<file path="config.mk">
export PLATFORM = sky130hd
export DESIGN_NAME = fifo_word_packer
export DESIGN_NICKNAME = d
export VERILOG_FILES = /design/src/rtl/fifo_word_packer_pkg.sv /design/src/rtl/fifo_word_packer_idle_timer.sv /design/src/rtl/fifo_word_packer.sv
export SDC_FILE = /design/constraint.sdc
export NUM_CORES = 1
export LEC_CHECK = 0
export ABC_AREA = 1
export ABC_CLOCK_PERIOD_IN_PS = 5900
export CAP_MARGIN = 20
export CORE_ASPECT_RATIO = 0.5
export CORE_MARGIN = 2
export CORE_UTILIZATION = 51
export DETAILED_ROUTE_END_ITERATION = 6
export PLACE_DENSITY_LB_ADDON = 0.1
export SYNTH_ARGS = -nofsm -noshare
export SYNTH_HDL_FRONTEND = slang
export SYNTH_HIERARCHICAL = 1
export SYNTH_SLANG_ARGS = --single-unit
</file>
<file path="constraint.sdc">
create_clock -name clk -period 5.9 [get_ports clk]
set_clock_uncertainty 0.1 [all_clocks]
set_input_delay 0.59 -clock clk [delete_from_list [all_inputs] [get_ports clk]]
set_output_delay 0.59 -clock clk [all_outputs]
set_load 0.02 [all_outputs]
</file>
<file path="src/rtl/fifo_word_packer_pkg.sv">
// Shared definitions for the FIFO word packer: state encoding, default
// widths and the keep-mask helper used when a partial word is emitted.
package fifo_pack_pkg;

    localparam int BYTE_W                 = 8;
    localparam int DEFAULT_BYTES_PER_WORD = 4;

    localparam logic STATE_FILL = 1'b0;
    localparam logic STATE_HOLD = 1'b1;

    // Thermometer mask with the low n bits set; n = 8 yields all ones.
    function automatic logic [7:0] thermoMask(input logic [3:0] n);
        thermoMask = (8'h01 << n) - 8'h01;
    endfunction

endpackage

</file>
<file path="src/rtl/fifo_word_packer_idle_timer.sv">
// Idle down-counter for the word packer. Reloads on clear, counts down
// while enabled and signals expiry on the TIMEOUT_CYCLES-th idle cycle.
module pack_idle_timer #(
    parameter int TIMEOUT_CYCLES = 16
) (
    input  logic clk,
    input  logic rst_n,
    input  logic clear_i,
    input  logic enable_i,
    output logic expire_o
);

    localparam logic [7:0] RELOAD = 8'(TIMEOUT_CYCLES);

    logic [7:0] count_q;
    logic [7:0] count_d;

    // Next count: reload on clear, step down while idle, stop at one.
    always_comb begin
        count_d = count_q;
        if (clear_i) begin
            count_d = RELOAD;
        end else if (enable_i && (count_q > 8'd1)) begin
            count_d = count_q - 8'd1;
        end
    end

    // Counter register.
    always_ff @(posedge clk or negedge rst_n) begin
        if (!rst_n) begin
            count_q <= RELOAD;
        end else begin
            count_q <= count_d;
        end
    end

    assign expire_o = enable_i & (count_q == 8'd1);

endmodule

</file>
<file path="src/rtl/fifo_word_packer.sv">
// Drains bytes from a show-ahead FIFO and packs them little-endian into
// words on a valid/ready master port, with flush-driven partial words.
// Optional build macro PACK_TIMEOUT_EN adds an idle-timeout auto flush.
module fifo_word_packer
    import fifo_pack_pkg::*;
#(
    parameter int BYTES_PER_WORD = DEFAULT_BYTES_PER_WORD,
    parameter int TIMEOUT_CYCLES = 16
) (
    input  logic                             clk,
    input  logic                             rst_n,
    input  logic                             fifo_empty,
    input  logic [7:0]                       fifo_data,
    output logic                             fifo_read,
    input  logic                             flush,
    output logic                             m_valid,
    input  logic                             m_ready,
    output logic [BYTE_W*BYTES_PER_WORD-1:0] m_data,
    output logic [BYTES_PER_WORD-1:0]        m_keep
);

    localparam int CNT_W  = $clog2(BYTES_PER_WORD + 1);
    localparam int DATA_W = BYTE_W * BYTES_PER_WORD;

    logic              state_q, state_d;
    logic [CNT_W-1:0]  cnt_q, cnt_d;
    logic [DATA_W-1:0] data_q, data_d;
    logic [BYTES_PER_WORD-1:0] keep_q, keep_d;

    logic              pop;
    logic              flushReq;
    logic              timeoutFlush;
    logic [CNT_W-1:0]  cntInc;
    logic [7:0]        keepMaskAll;

    // Pop whenever a byte is available and there is room: always in FILL,
    // and in HOLD only on the handshake edge so the next word starts at once.
    assign fifo_read = rst_n & ~fifo_empty & ((state_q == STATE_FILL) | m_ready);
    assign pop       = fifo_read;

    assign cntInc      = cnt_q + {{(CNT_W-1){1'b0}}, pop};
    assign keepMaskAll = thermoMask(4'(cntInc));
    assign flushReq    = flush | timeoutFlush;

`ifdef PACK_TIMEOUT_EN
    logic timerClear;
    assign timerClear = pop | (state_q != STATE_FILL) | (cnt_q == '0);

    pack_idle_timer #(
        .TIMEOUT_CYCLES(TIMEOUT_CYCLES)
    ) u_idle_timer (
        .clk      (clk),
        .rst_n    (rst_n),
        .clear_i  (timerClear),
        .enable_i (~timerClear),
        .expire_o (timeoutFlush)
    );
`else
    // No timer in this build; the comparison is false for every legal value.
    assign timeoutFlush = (TIMEOUT_CYCLES < 0);
`endif

    // Word assembly and FILL/HOLD sequencing.
    always_comb begin
        state_d = state_q;
        cnt_d   = cnt_q;
        data_d  = data_q;
        keep_d  = keep_q;
        if (state_q == STATE_FILL) begin
            for (int i = 0; i < BYTES_PER_WORD; i++) begin
                if (pop && (cnt_q == CNT_W'(i))) begin
                    data_d[i*BYTE_W +: BYTE_W] = fifo_data;
                end
            end
            if (cntInc == CNT_W'(BYTES_PER_WORD)) begin
                state_d = STATE_HOLD;
                keep_d  = '1;
                cnt_d   = '0;
            end else if (flushReq && (cntInc != '0)) begin
                state_d = STATE_HOLD;
                keep_d  = keepMaskAll[BYTES_PER_WORD-1:0];
                cnt_d   = '0;
            end else begin
                cnt_d = cntInc;
            end
        end else if (m_ready) begin
            state_d = STATE_FILL;
            keep_d  = '0;
            data_d  = '0;
            if (pop) begin
                data_d[BYTE_W-1:0] = fifo_data;
                cnt_d              = CNT_W'(1);
            end else begin
                cnt_d = '0;
            end
        end
    end

    // State registers; reset discards any partial word.
    always_ff @(posedge clk or negedge rst_n) begin
        if (!rst_n) begin
            state_q <= STATE_FILL;
            cnt_q   <= '0;
            data_q  <= '0;
            keep_q  <= '0;
        end else begin
            state_q <= state_d;
            cnt_q   <= cnt_d;
            data_q  <= data_d;
            keep_q  <= keep_d;
        end
    end

    assign m_valid = (state_q == STATE_HOLD);
    assign m_data  = data_q;
    assign m_keep  = keep_q;

endmodule
</file>
==> flow_metrics.env <==
export IMPL_drtPass1Iterations=4
export IMPL_crit_chain="buf_2, buf_4, inv_1, nor2_2, nand2_2, inv_1, clkdlybuf4s50_1"
export IMPL_hold_violations=0
export IMPL_area_growth_pct=33.9
export IMPL_grt_pass1_vias=1284
export IMPL_synth_top_area_share_pct=53.9
export IMPL_pre_cts_slack_ps=2760
export IMPL_tritoncts="yes"
export IMPL_ys_seq_area_share_pct=53.9
export IMPL_powerDensity_nw_per_um2=553
export IMPL_yosys_warnings=6
export IMPL_rsz0062_at_grt="false"
export IMPL_setup_viol=0
export IMPL_design_core_area_sq_um=3450
export IMPL_peakVddDrop_mv=0.277
export IMPL_hp_class="in -> async"
export IMPL_fin_setup_tns_ps=0
export IMPL_grt_pass1_wl_um=6100
export IMPL_cts_buffers=5
export IMPL_grt_start_max_net_pins=42
export IMPL_h_tree_depth=2
export IMPL_post_route_period_util_pct=53.1
export IMPL_maxCapViolCount=0
export IMPL_drt_iter0_drc=74
export IMPL_dieArea_sq_um=4170
export IMPL_vias=1541
export IMPL_io_pin_count=51
export IMPL_synthTopCellsByArea="dfrtp_1 54%, nand2_1 9.3%, inv_1 7.1%"
export IMPL_ctsRootBufferMaster="clkbuf_8"
export IMPL_portBuffers=50
export IMPL_fill_cells=286
export IMPL_wl_per_cell_um=11.9
export IMPL_setup_ws_ps=2770
export IMPL_antenna_found_initial=0
export IMPL_cts_resized=0
export IMPL_critPathMaxStageDelay_ps=640
export IMPL_report_final_slew_viol_count=0
export IMPL_syn_inst=220
export IMPL_cpMaxStageDelayCell="clkdlybuf4s50_1"
export IMPL_hold_buffers=0
export IMPL_clkSinkCount=40
export IMPL_syn_cell_area_sq_um=1860
export IMPL_timing_fmax_mhz=319
export IMPL_drive_above_1_share_pct=9.16
export IMPL_crit_arrival_ps=2440
export IMPL_crit_top_cell="inv_1"
export IMPL_final_net_count=287
export IMPL_worst_slew_margin_rel_pct=58.7
export IMPL_worstSetupPathType="in -> out"
export IMPL_critPathBufInv=5
export IMPL_track_usage_pct=20.4
export IMPL_worst_pin_slew_ps=619
export IMPL_synth_cell_types=24
export IMPL_synth_top_cell_by_area="dfrtp_1"
export IMPL_place_congestion=0.854
export IMPL_wirelength_um=3850
export IMPL_synth_fp_nets=235
export IMPL_num_antenna_cells=0
export IMPL_crit_fanout=41
export IMPL_power_leakage_uw=0.00118
export IMPL_clk_latency_ps=290
export IMPL_ys_ff_latch=40
export IMPL_overflow=0
export IMPL_min_period_ps=3130
export IMPL_status="completed"
export IMPL_post_synth_cell_area_avg_sq_um=8.43
export IMPL_start_util_pct=53.7
export IMPL_antenna_left=0
export IMPL_worst_setup_path_end_kind="primary output"
export IMPL_die_y_um=46.7
export IMPL_via_per_inst=4.76
export IMPL_cp_required_ps=5210
export IMPL_final_util_pct=71.9
export IMPL_drc_errors=0
export IMPL_cts_path_max_buffers=2
export IMPL_std_cell_rows=15
export IMPL_post_cts_buffers=0
export IMPL_cts_clk_slew_worst_paths_ps=80
export IMPL_die_width_um=89.3
export IMPL_dp_hpwl_um=2890
export IMPL_cp_top_family="buffers and inverters"
export IMPL_crit_path_start_kind="primary input"
export IMPL_finalPower_uw=1370
## metal layers
metal | vias to the layer above | GRT usage (%) | part of all wire, %
met5 | - | 0 | 0
met4 | 0 | 8.96 | 1.1
met3 | 5 | 5.38 | 4.8
met2 | 45 | 31.0 | 45
met1 | 697 | 27.9 | 49
li1 | 794 | - | -
## state kept, by name, indices dropped and copies added (netlist names)
name and count:
m_data 32, m_valid 1, cnt_q 3, m_keep 4
## report_power, final
part | internal (uW) | switching [uW]
registers | 397 | 84.9
clock network | 95.0 | 93.1
logic | 308 | 397
## synthesized netlist by cell type, drive strengths merged
library cell,n
nand3,10
nor2,21
buf,4
clkbuf,2
o22ai,1
o21ai,36
xnor2,1
ha,2
inv,37
dfrtp,40
o211ai,1
o21a,1
nand2,54
a21oi,10
## layout make-up
type / count / area [sq um] / share of cell area [%]
sequential: 40 / 1000 / 40.3
timing repair buffer: 51 / 503 / 20.3
clock inverter: 1 / 7.51 / 0.302
tap: 51 / 63.8 / 2.57
clock buffer: 7 / 86.3 / 3.48
inverter: 37 / 139 / 5.59
multi-input combinational: 137 / 683 / 27.5
## cell families (layout without fill, tap and decap cells)
logic type               Yosys count  count (layout)  share of synthesized area (%)
AO/OA/AOI/OAI                     49              49                           14.4
buffers and inverters             43              96                           9.24
adder cells (fa/ha/maj)            2               2                           1.35
AND/OR/NAND/NOR                   85              85                           20.6
XOR/XNOR                           1               1                          0.472
flip-flops                        40              40                           53.9
## worst reg2reg max path, stage by stage, from the launching register on
cell and delay [ps]:
dfrtp_1 740, nand2_4 180, nand3_4 150, inv_1 50
ha_1 210, nand2_1 80, nand2_1 90, nor2_1 180
nand2_1 90, ha_1 210, inv_1 50, nand3_1 70
nand3_1 80, nand3_1 70, nand2_1 70
## stage by stage
stage	cell area, sq um	std cells	hold slack [ps]
3_3_place_gp	2390	316	356
4_1_cts	2480	324	258
5_1_grt	2480	324	289
2_1_floorplan	1860	220	194
3_5_place_dp	2390	316	366
6_report	2480	324	247
## cells in the final DEF (no fill, tap or decap)
master	count
clkdlybuf4s50_1	49
a21oi_1	10
inv_1	35
nand3_2	1
nor2_2	1
nand3_4	1
o21a_2	1
o21ai_2	1
nand2_4	2
buf_4	1
o21ai_1	17
nand2_2	6
nand3_1	8
clkbuf_8	6
o21ai_0	17
o21ai_4	1
o22ai_1	1
clkbuf_1	1
buf_2	1
dfrtp_1	40
o211ai_1	1
inv_2	2
nor2_1	20
ha_1	2
nand2_1	46
xnor2_1	1
clkinvlp_4	1
## path summary, 6_finish.rpt
kind	startpoint	endpoint	slack [ps]	depth (start not counted)
max in group asynchronous	rst_n	cnt_q[0]	5110	2
setup / recovery	rst_n	fifo_read	2770	7
setup reg to reg	m_valid	m_keep[2]	3430	14
min in group clk	m_keep[2]	m_keep[2]	380	2
hold reg to reg	m_keep[2]	m_keep[2]	380	2
hold / removal	rst_n	m_data[18]	250	2
(Power assumes the default switching activity.)
